<file path="src/rtl/xfiles_rocc_driver.sv">
// RoCC initiator for an X-Files/DANA arbiter port: host op FIFO, instruction encode, issue and response return.
// Optional response watchdog is built when XFILES_DRIVER_TIMEOUT_EN is defined.
module xfiles_rocc_driver #(
  parameter int         FIFO_DEPTH      = 4,
  parameter int         MAX_OUTSTANDING = 4,
  parameter logic [6:0] OPCODE          = 7'h0B,
  parameter int         TIMEOUT_CYCLES  = 1024
) (
  input  logic        clk,
  input  logic        rst,
  input  logic        req_valid,
  output logic        req_ready,
  input  logic [1:0]  req_op,
  input  logic [63:0] req_rs1,
  input  logic [63:0] req_rs2,
  input  logic [4:0]  req_rd,
  output logic        rsp_valid,
  input  logic        rsp_ready,
  output logic [4:0]  rsp_rd,
  output logic [63:0] rsp_data,
  output logic        cmd_valid,
  input  logic        cmd_ready,
  output logic [6:0]  cmd_bits_inst_funct,
  output logic [4:0]  cmd_bits_inst_rs2,
  output logic [4:0]  cmd_bits_inst_rs1,
  output logic        cmd_bits_inst_xd,
  output logic        cmd_bits_inst_xs1,
  output logic        cmd_bits_inst_xs2,
  output logic [4:0]  cmd_bits_inst_rd,
  output logic [6:0]  cmd_bits_inst_opcode,
  output logic [63:0] cmd_bits_rs1,
  output logic [63:0] cmd_bits_rs2,
  input  logic        resp_valid,
  output logic        resp_ready,
  input  logic [4:0]  resp_bits_rd,
  input  logic [63:0] resp_bits_data,
  input  logic        busy,
  input  logic        interrupt,
  input  logic        clear_err,
  output logic [2:0]  err,
  output logic [3:0]  outstanding
);
  localparam int AW = $clog2(FIFO_DEPTH);

  typedef struct packed {
    logic [1:0]  op;
    logic [63:0] rs1;
    logic [63:0] rs2;
    logic [4:0]  rd;
  } req_t;

  typedef enum logic [1:0] {IDLE, ISSUE, HALT} state_t;

  state_t      state, state_nxt;
  req_t        mem [FIFO_DEPTH];
  req_t        head;
  logic [AW:0] wptr, rptr;
  logic        fifo_full, fifo_empty, push, load;
  logic        head_xd, cmd_hs, resp_hs, resp_ok, timeout_hit;
  logic [6:0]  head_funct;
  logic [2:0]  err_set;
  logic        err_any;
  logic        unused;

  assign unused = busy;

  // Pointers carry one wrap bit so full and empty are distinguishable.
  assign fifo_empty = (wptr == rptr);
  assign fifo_full  = (wptr[AW] != rptr[AW]) && (wptr[AW-1:0] == rptr[AW-1:0]);
  assign req_ready  = !fifo_full;
  assign push       = req_valid && !fifo_full;
  assign head       = mem[rptr[AW-1:0]];
  assign head_xd    = (head.op != 2'd0);

  always_comb begin
    head_funct = 7'd0;
    case (head.op)
      2'd0: head_funct = 7'd4;
      2'd1: head_funct = 7'd1;
      2'd2: head_funct = 7'd0;
      2'd3: head_funct = 7'd2;
      default: head_funct = 7'd0;
    endcase
  end

  always_ff @(posedge clk) begin
    if (push) mem[wptr[AW-1:0]] <= '{op: req_op, rs1: req_rs1, rs2: req_rs2, rd: req_rd};
  end

  always_ff @(posedge clk or negedge rst) begin
    if (!rst) begin
      wptr <= '0;
      rptr <= '0;
    end else begin
      if (push) wptr <= wptr + 1'b1;
      if (load) rptr <= rptr + 1'b1;
    end
  end

  assign cmd_valid  = (state == ISSUE);
  assign cmd_hs     = cmd_valid && cmd_ready;
  assign resp_ready = !rsp_valid || rsp_ready;
  assign resp_hs    = resp_valid && resp_ready;
  assign resp_ok    = resp_hs && (outstanding != 4'd0);

`ifdef XFILES_DRIVER_TIMEOUT_EN
  localparam int TW = $clog2(TIMEOUT_CYCLES + 1);
  logic [TW-1:0] to_cnt;

  always_ff @(posedge clk or negedge rst) begin
    if (!rst)                                    to_cnt <= '0;
    else if (resp_hs || outstanding == 4'd0)     to_cnt <= '0;
    else if (to_cnt != TW'(TIMEOUT_CYCLES))      to_cnt <= to_cnt + 1'b1;
  end
  assign timeout_hit = (to_cnt == TW'(TIMEOUT_CYCLES));
`else
  assign timeout_hit = 1'b0;
`endif

  // New errors are seen combinationally so nothing issues in the cycle they appear.
  assign err_set = {timeout_hit, interrupt, resp_hs && (outstanding == 4'd0)};
  assign err_any = (|err) || (|err_set);

  always_comb begin
    state_nxt = state;
    load      = 1'b0;
    case (state)
      IDLE:
        if (err_any) state_nxt = HALT;
        else if (!fifo_empty && (!head_xd || outstanding < 4'(MAX_OUTSTANDING))) begin
          state_nxt = ISSUE;
          load      = 1'b1;
        end
      ISSUE: if (cmd_ready) state_nxt = err_any ? HALT : IDLE;
      HALT:  if (clear_err && !(|err_set)) state_nxt = IDLE;
      default: state_nxt = IDLE;
    endcase
  end

  always_ff @(posedge clk or negedge rst) begin
    if (!rst) begin
      state                <= IDLE;
      err                  <= '0;
      outstanding          <= '0;
      cmd_bits_inst_funct  <= '0;
      cmd_bits_inst_rs2    <= '0;
      cmd_bits_inst_rs1    <= '0;
      cmd_bits_inst_xd     <= 1'b0;
      cmd_bits_inst_xs1    <= 1'b0;
      cmd_bits_inst_xs2    <= 1'b0;
      cmd_bits_inst_rd     <= '0;
      cmd_bits_inst_opcode <= '0;
      cmd_bits_rs1         <= '0;
      cmd_bits_rs2         <= '0;
      rsp_valid            <= 1'b0;
      rsp_rd               <= '0;
      rsp_data             <= '0;
    end else begin
      state <= state_nxt;
      err   <= clear_err ? err_set : (err | err_set);
      if (load) begin
        cmd_bits_inst_funct  <= head_funct;
        cmd_bits_inst_rs2    <= 5'd2;
        cmd_bits_inst_rs1    <= 5'd1;
        cmd_bits_inst_xd     <= head_xd;
        cmd_bits_inst_xs1    <= 1'b1;
        cmd_bits_inst_xs2    <= 1'b1;
        cmd_bits_inst_rd     <= head.rd;
        cmd_bits_inst_opcode <= OPCODE;
        cmd_bits_rs1         <= head.rs1;
        cmd_bits_rs2         <= head.rs2;
      end
      case ({cmd_hs && cmd_bits_inst_xd, resp_ok})
        2'b10:   outstanding <= outstanding + 4'd1;
        2'b01:   outstanding <= outstanding - 4'd1;
        default: outstanding <= outstanding;
      endcase
      // Unexpected responses are consumed but never reach the host.
      if (resp_ok) begin
        rsp_valid <= 1'b1;
        rsp_rd    <= resp_bits_rd;
        rsp_data  <= resp_bits_data;
      end else if (rsp_ready) begin
        rsp_valid <= 1'b0;
      end
    end
  end
endmodule
</file>
<file path="config.mk">
export PLATFORM = sky130hd
export DESIGN_NAME = xfiles_rocc_driver
export DESIGN_NICKNAME = d
export VERILOG_FILES = /design/src/rtl/xfiles_rocc_driver.sv
export SDC_FILE = /design/constraint.sdc
export NUM_CORES = 1
export LEC_CHECK = 0
export ABC_CLOCK_PERIOD_IN_PS = 14400
export BUFFER_PORTS_ARGS = -buffer_cell sky130_fd_sc_hd__buf_2
export CORE_MARGIN = 2
export CORE_UTILIZATION = 60
export CTS_BUF_LIST = sky130_fd_sc_hd__clkbuf_4 sky130_fd_sc_hd__clkbuf_8 sky130_fd_sc_hd__clkbuf_16
export DETAILED_ROUTE_END_ITERATION = 8
export GPL_TIMING_DRIVEN = 0
export HOLD_SLACK_MARGIN = 0.1
export PLACE_DENSITY = 0.91
export SLEW_MARGIN = 20
export SYNTH_ARGS = -nofsm -noshare
export SYNTH_HDL_FRONTEND = slang
export SYNTH_SLANG_ARGS = --single-unit
</file>
<file path="constraint.sdc">
create_clock -name clk -period 14.4 [get_ports clk]
set_clock_uncertainty 0.2 [all_clocks]
set_input_delay 0.72 -clock clk [delete_from_list [all_inputs] [get_ports clk]]
set_output_delay 0.72 -clock clk [all_outputs]
set_load 0.1 [all_outputs]
</file>
==> flow_summary.toml, run 1 <==
[timing]
hold_viol = 0
worstMarginPinSlew_ps = 1100
whs_ps = 129
drv_slew = 0
finalSetupTns_ps = 0
relSlewSlack_pct = 26.8
period_share_pct = 25.7
finalSetupViolations = 0
fmax_ghz = 0.270
min_period_ps = 3700
rsz0062_at_grt = "false"
setup_ws_ps = 10700

[floorplan]
core_area_um2 = 46500
start_util_pct = 60.7
die-width_um = 221
fp-row-count = 79
die_h_um = 221
pin_count = 453
die_area_um2 = 48700

[routing]
first_iter_violations = 1352
drt_first_pass_iters = 5
wl_per_cell_um = 27.9
viasPerCell = 5.95
ant_nets = 0
vias = 15200
drt-total-wl_um = 71100
drc_errors = 0

[critical_path]
crit_top_cell = "xor2_1"
crit_type = "flop to flop"
crit_slowest_cell = "nor4_1"
slowest_delay_ps = 610
cp-start-kind = "flop"
worstPathRequired_ps = 14690
worstPathArrival_ps = 3990
crit_fanout = 10
crit_chain = "nor4_1 > nand3b_1 > clkbuf_1 > buf_2 > inv_1 > ha_1 > xor2_1 > ha_1 > a21oi_1 > xor2_1 > nor2_1 > xor2_1"
cp-end-kind = "flop"

[cts]
h-tree-depth = 3
clk_pin_slew_ps = 60
cts_tree = "built"
clkSinkCount = 762
postCtsHoldBufs = 85
clk_latency_ps = 620
cts_buffers = 73
cts_setup_buffers = 0
post_cts_resized = 0
cts_max_path_buffers = 3
cts_root_buf = "clkbuf_16"

[grt]
grt_pass1_vias = 16300
antenna_found_initial = 8
grt_first_pass_wirelength_um = 103000
grt_max_degree = 97
overflow = 0
grtUsageTotal_pct = 29.6

[placed_design]
dp_hpwl_um = 42400
pre_cts_ws_ps = 10540
gp_congestion = 0.863
portBuffers = 434

[logic_synthesis]
synth_top_cell_area_share_pct = 57.5
yosysWarnings = 0
synth_area_um2 = 28200
yosysSeqAreaShare_pct = 77.3
yosysUniqueCellTypes = 38
synth.area.top_cells = "edfxtp_1 58%, dfrtp_1 20%, mux4_2 11%"
ys_seq_elements = 762
syn-instance-count = 1252
yosysTopAreaCell = "edfxtp_1"
syn_area_per_cell_um2 = 22.5

[cells_and_area]
utilization_pct = 75.2
drive_gt1_share_pct = 45.4
fill_cells = 2328
final_nets = 2097
areaGrowthSynthToFinish_pct = 24.0

[hold_path]
hold_class = "primary input to flop"

[job]
cap_violations = 0

[run_status]
status = "completed"
==> logic make-up (layout without fill, tap and decap cells) <==
family / after synthesis / after routing / synth area share, %
AOI/OAI and AO/OA: 16 / 16 / 0.400
and+or+nand+nor: 25 / 25 / 0.537
other: 1 / 25 / 0.0133
adders and majority gates: 8 / 8 / 0.355
muxes: 342 / 342 / 19.2
xor gates and xnor gates: 13 / 13 / 0.404
DFF: 762 / 762 / 77.3
buffers and inverters: 85 / 754 / 1.84
==> final cells by class <==
class	count	area [um^2]	area share [%]
antenna	8	20.0	0.0573
buffer	76	485	1.39
clock buffer	108	2200	6.31
clock inverter	28	337	0.963
inverter	9	33.8	0.0967
multi-input combinational	421	5960	17.1
sequential	762	21800	62.3
tap	607	759	2.17
timing repair buffer	533	3370	9.63
==> path summary, 6_finish.rpt <==
path	startpoint	to	slack [ps]	cells past startpoint
worst min-delay path	req_rs2[57]	mem[0][62]	130	1
worst max register to register	outstanding[1]	outstanding[2]	10700	12
worst max-delay path	outstanding[1]	outstanding[2]	10700	12
min in group asynchronous	rst	cmd_bits_rs1[61]	430	2
max in group asynchronous	rst	cmd_bits_rs1[19]	12630	3
worst min register to register	cmd_bits_rs2[3]	cmd_bits_rs2[3]	290	1
==> routing by layer <==
| layer | routed length (um) | vias to the layer above | GRT usage, % |
|---|---|---|---|
| li1 | - | 6241 | - |
| met1 | 24600 | 7851 | 34.4 |
| met2 | 37100 | 911 | 51.2 |
| met3 | 5750 | 183 | 7.05 |
| met4 | 3680 | 2 | 15.6 |
| met5 | 11 | - | 0 |
==> per-stage QoR <==
| step | cells | cell area, um^2 |
|---|---|---|
| after floorplan | 1268 | 28200 |
| after global placement | 2309 | 31200 |
| after detailed placement | 2323 | 31500 |
| after CTS | 2544 | 34900 |
| after global routing | 2551 | 34900 |
| final | 2552 | 34900 |
==> flip-flops by register name, summed over array words and instances (netlist names), 3 cells and up <==
register / flops
cmd_bits_rs2: 64
rsp_data: 64
wptr: 3
cmd_bits_inst_funct: 3
outstanding: 4
cmd_bits_rs1: 64
mem: 540
rsp_rd: 5
cmd_bits_inst_rd: 5
rptr: 3
==> Yosys cell counts (all sizes together) <==
cell type / n
xor2: 6
and2: 4
a221oi: 1
xnor2: 7
nor4: 1
inv: 9
nand3: 4
mux4: 135
a32o: 1
mux2: 206
mux2i: 1
nand3b: 2
nand4: 1
edfxtp: 540
dfrtp: 222
and3b: 1
or4: 1
nand2b: 2
conb: 1
ha: 8
a31oi: 5
a21oi: 2
buf: 53
nor2b: 3
o22ai: 1
nor3b: 1
nand2: 3
a31o: 1
o21ai: 5
clkbuf: 23
nor2: 2
==> critical path: cells and delay by family (launching register included) <==
| kind | cells | cell delay [ps] |
|---|---|---|
| buffers and inverters | 3 | 910 |
| adders and majority gates | 2 | 490 |
| and+or+nand+nor | 3 | 880 |
| AOI/OAI and AO/OA | 1 | 140 |
| DFF | 1 | 470 |
| xor gates and xnor gates | 3 | 490 |
==> layout by cell type (no fill, tap or decap), types with 7 or more instances in the layout <==
cell type / instances
mux2_2: 96
clkbuf_8: 10
buf_12: 7
clkinv_2: 7
buf_16: 7
clkbuf_4: 22
buf_4: 24
conb_1: 17
diode_2: 8
buf_6: 12
dfrtp_1: 222
xnor2_1: 7
mux2_4: 10
edfxtp_1: 540
clkbuf_1: 23
mux4_2: 135
inv_1: 9
mux2_1: 100
buf_2: 449
ha_1: 8
clkbuf_16: 76
dlygate4sd3_1: 85
Power of run 1 is left out: the tool's default activity adds up to more than one toggle a clock period on the data nets, which glitch-free logic cannot reach.
==> run 2: changes to the inputs <==
--- a/config.mk
+++ b/config.mk
@@ -5,15 +5,15 @@
 export SDC_FILE = /design/constraint.sdc
 export NUM_CORES = 1
 export LEC_CHECK = 0
-export ABC_CLOCK_PERIOD_IN_PS = 14400
+export ABC_CLOCK_PERIOD_IN_PS = 3800
 export BUFFER_PORTS_ARGS = -buffer_cell sky130_fd_sc_hd__buf_2
 export CORE_MARGIN = 2
-export CORE_UTILIZATION = 60
+export CORE_UTILIZATION = 56
 export CTS_BUF_LIST = sky130_fd_sc_hd__clkbuf_4 sky130_fd_sc_hd__clkbuf_8 sky130_fd_sc_hd__clkbuf_16
 export DETAILED_ROUTE_END_ITERATION = 8
 export GPL_TIMING_DRIVEN = 0
 export HOLD_SLACK_MARGIN = 0.1
-export PLACE_DENSITY = 0.91
+export PLACE_DENSITY = 0.86
 export SLEW_MARGIN = 20
 export SYNTH_ARGS = -nofsm -noshare
 export SYNTH_HDL_FRONTEND = slang
==> constraint.sdc (replaced) <==
create_clock -name clk -period 3.8 [get_ports clk]
set_clock_uncertainty 0.2 [all_clocks]
set_input_delay 0.19 -clock clk [delete_from_list [all_inputs] [get_ports clk]]
set_output_delay 0.19 -clock clk [all_outputs]
set_load 0.1 [all_outputs]
==> run 2 against run 1 <==
Against the previous run:
- flip-flop and latch count stayed put
- critical path type unchanged
- design area is 4.7% higher
- register-to-register slack worse by 10000 ps
- count of clock-buffer cells in the layout is 12 higher
- largest cell class unchanged
- die area is 7.0% higher
- setup slack worse by 10000 ps
- maximum frequency is 4.2% higher
- final cell count is 8.3% higher
- worst hold slack worse by 1.6 ps
- via count is 6.0% higher
==> flow_summary.toml, run 2 (synthesis results as in run 1) <==
[job]
cap_violations = 0

[hold_path]
hold_path_end = "mem[0][68]"
min_path_cells = 2
hold_class = "primary input to flop"
hp-start = "req_rs2[63]"

[power]
p_per_area_nw_per_um2 = 942
p_seq_share_pct = 35.6
power.internal_w = 0.0193
power.share.clock_pct = 22.6
leakagePower_nw = 14.4
switchingPower_w = 0.0151
ir_drop_v = 0.000669
sw_frac_of_total_pct = 43.9
power_frac_comb_pct = 41.8
p_total_w = 0.0345

[cts]
cts_max_path_buffers = 3
clkSinkCount = 762
cts_buffers = 76
h-tree-depth = 3
cts_root_buf = "clkbuf_16"
clk_latency_ps = 600
cts_tree = "built"
clk_pin_slew_ps = 60

[cells_and_area]
areaGrowthSynthToFinish_pct = 29.9
utilization_pct = 73.2
drive_gt1_share_pct = 42.7
final_nets = 2247
layout_commonest_cell = "edfxtp_1"
fill_cells = 2634
largest_register_ffs = 540
design_area_um2 = 36600
mostFrequentLayoutCells = "540 x edfxtp_1, 449 x buf_2, 231 x dlygate4sd3_1"

[critical_path]
cp-start-kind = "flop"
crit_top_cell = "xor2_1"
worstPathRequired_ps = 4070
r2r-start = "outstanding[0]"
reg2reg_depth = 11
crit_chain = "nor4_2 > nand3b_1 > buf_2 > inv_1 > ha_1 > xor2_1 > ha_1 > a21oi_1 > xor2_1 > nor2_1 > xor2_1"
worstPathArrival_ps = 3820
slowest_delay_ps = 480
cp-end-kind = "flop"
reg2reg_to = "outstanding[2]"
crit_fanout = 10
reg2reg_slack_ps = 250
crit_slowest_cell = "dfrtp_1"
crit_type = "flop to flop"

[routing]
ant_nets = 0
viasPerCell = 5.82
drt_first_pass_iters = 5
first_iter_violations = 1257
drc_errors = 0
wl_per_cell_um = 27.3
drt-total-wl_um = 75500
vias = 16100

[grt]
grt_pass1_vias = 17600
grt_util_met1_pct = 34.9
antenna_found_initial = 5
grt_first_pass_wirelength_um = 113000
grt_max_degree = 100
overflow = 0
grtUsageTotal_pct = 29.4
use_met2_pct = 51.5
use_met3_pct = 6.11
grt_most_used_layer = "met2"

[placed_design]
portBuffers = 434
gp_congestion = 0.902
placed_area_um2 = 31600
dp_hpwl_um = 40500

[timing]
period_share_pct = 93.5
finalSetupViolations = 0
relSlewSlack_pct = 34.3
hold_viol = 0
fmax_ghz = 0.282
rsz0062_at_grt = "false"
min_period_ps = 3550
worstMarginPinSlew_ps = 986
whs_ps = 127
drv_slew = 0

[floorplan]
die-width_um = 228
start_util_pct = 56.4
die_area_um2 = 52100
core_area_um2 = 50000
fp-row-count = 82
pin_count = 453
die_h_um = 228

[run_status]
status = "completed"
## run 2: changes by cell type in the layout (fill, tap and decap cells not counted), sizes merged
cell / delta
buf: +2
clkinvlp: -2
clkinv: -1
bufinv: -2
dlygate4sd3: +146
clkbuf: +11
diode: -3
inv: -3
## run 2: critical path, delay by kind of cell (launching register included)
kind	cells	cell delay [ps]
AND/OR/NAND/NOR	3	1010
XOR/XNOR	3	540
buffers and inverters	2	500
adder cells (fa/ha/maj)	2	500
flip-flops	1	480
AO/OA/AOI/OAI	1	190
## run 2: power groups by stage
stage	clock network (W)	logic, W	registers (W)
5_1_grt	0.00819	0.0148	0.0124
3_5_place_dp	0	0.0139	0.0122
2_1_floorplan	0	0.00421	0.0188
3_3_place_gp	0	0.0135	0.0122
6_report	0.00779	0.0144	0.0123
4_1_cts	0.00780	0.0143	0.0121
## run 2: repair_timing
item / CTS / global route
resized for setup: 0 / 1
hold buffers: 232 / 0
buffers inserted: 0 / 0
hold endpoints to repair: 844 / 0
setup endpoints to repair: 0 / 1
## run 2: layer usage
| layer | share of wire, % | up-vias | wire (um) |
|---|---|---|---|
| met2 | 53 | 931 | 40000 |
| met3 | 7.5 | 202 | 5660 |
| li1 | - | 6528 | - |
| met1 | 35 | 8442 | 26400 |
| met4 | 4.5 | 0 | 3400 |
| met5 | 0 | - | 0 |
## run 2: how the worst max path moves through the flow
stage | to | slack [ps] | cells after the start | from
final | outstanding[2] | 250 | 11 | outstanding[0]
after global routing | mem[1][51] | 40 | 7 | rptr[1]
after CTS | outstanding[2] | 290 | 12 | outstanding[1]
after detailed placement | mem[1][52] | 320 | 7 | rptr[1]
after global placement | rsp_data[27] | -2050 | 1 | rst
after floorplan | outstanding[2] | 100 | 12 | rsp_valid
## run 2: metrics by stage
| stage | setup slack, ps | instances | setup TNS [ps] |
|---|---|---|---|
| after global placement | -2050 | 2374 | -1147740 |
| after floorplan | 96.8 | 1268 | 0 |
| final | 248 | 2765 | 0 |
| after global routing | 43.3 | 2765 | 0 |
| after CTS | 288 | 2760 | 0 |
| after detailed placement | 316 | 2388 | 0 |
## run 2: cell type report
class / count / area [um^2] / area share [%]
inverter: 9 / 33.8 / 0.0923
buffer: 75 / 483 / 1.32
clock buffer: 120 / 2390 / 6.53
clock inverter: 20 / 230 / 0.629
antenna: 5 / 12.5 / 0.0342
sequential: 762 / 21800 / 59.5
multi-input combinational: 421 / 5970 / 16.3
timing repair buffer: 681 / 4870 / 13.3
tap: 672 / 841 / 2.30
Power figures use the tool's default switching activity.
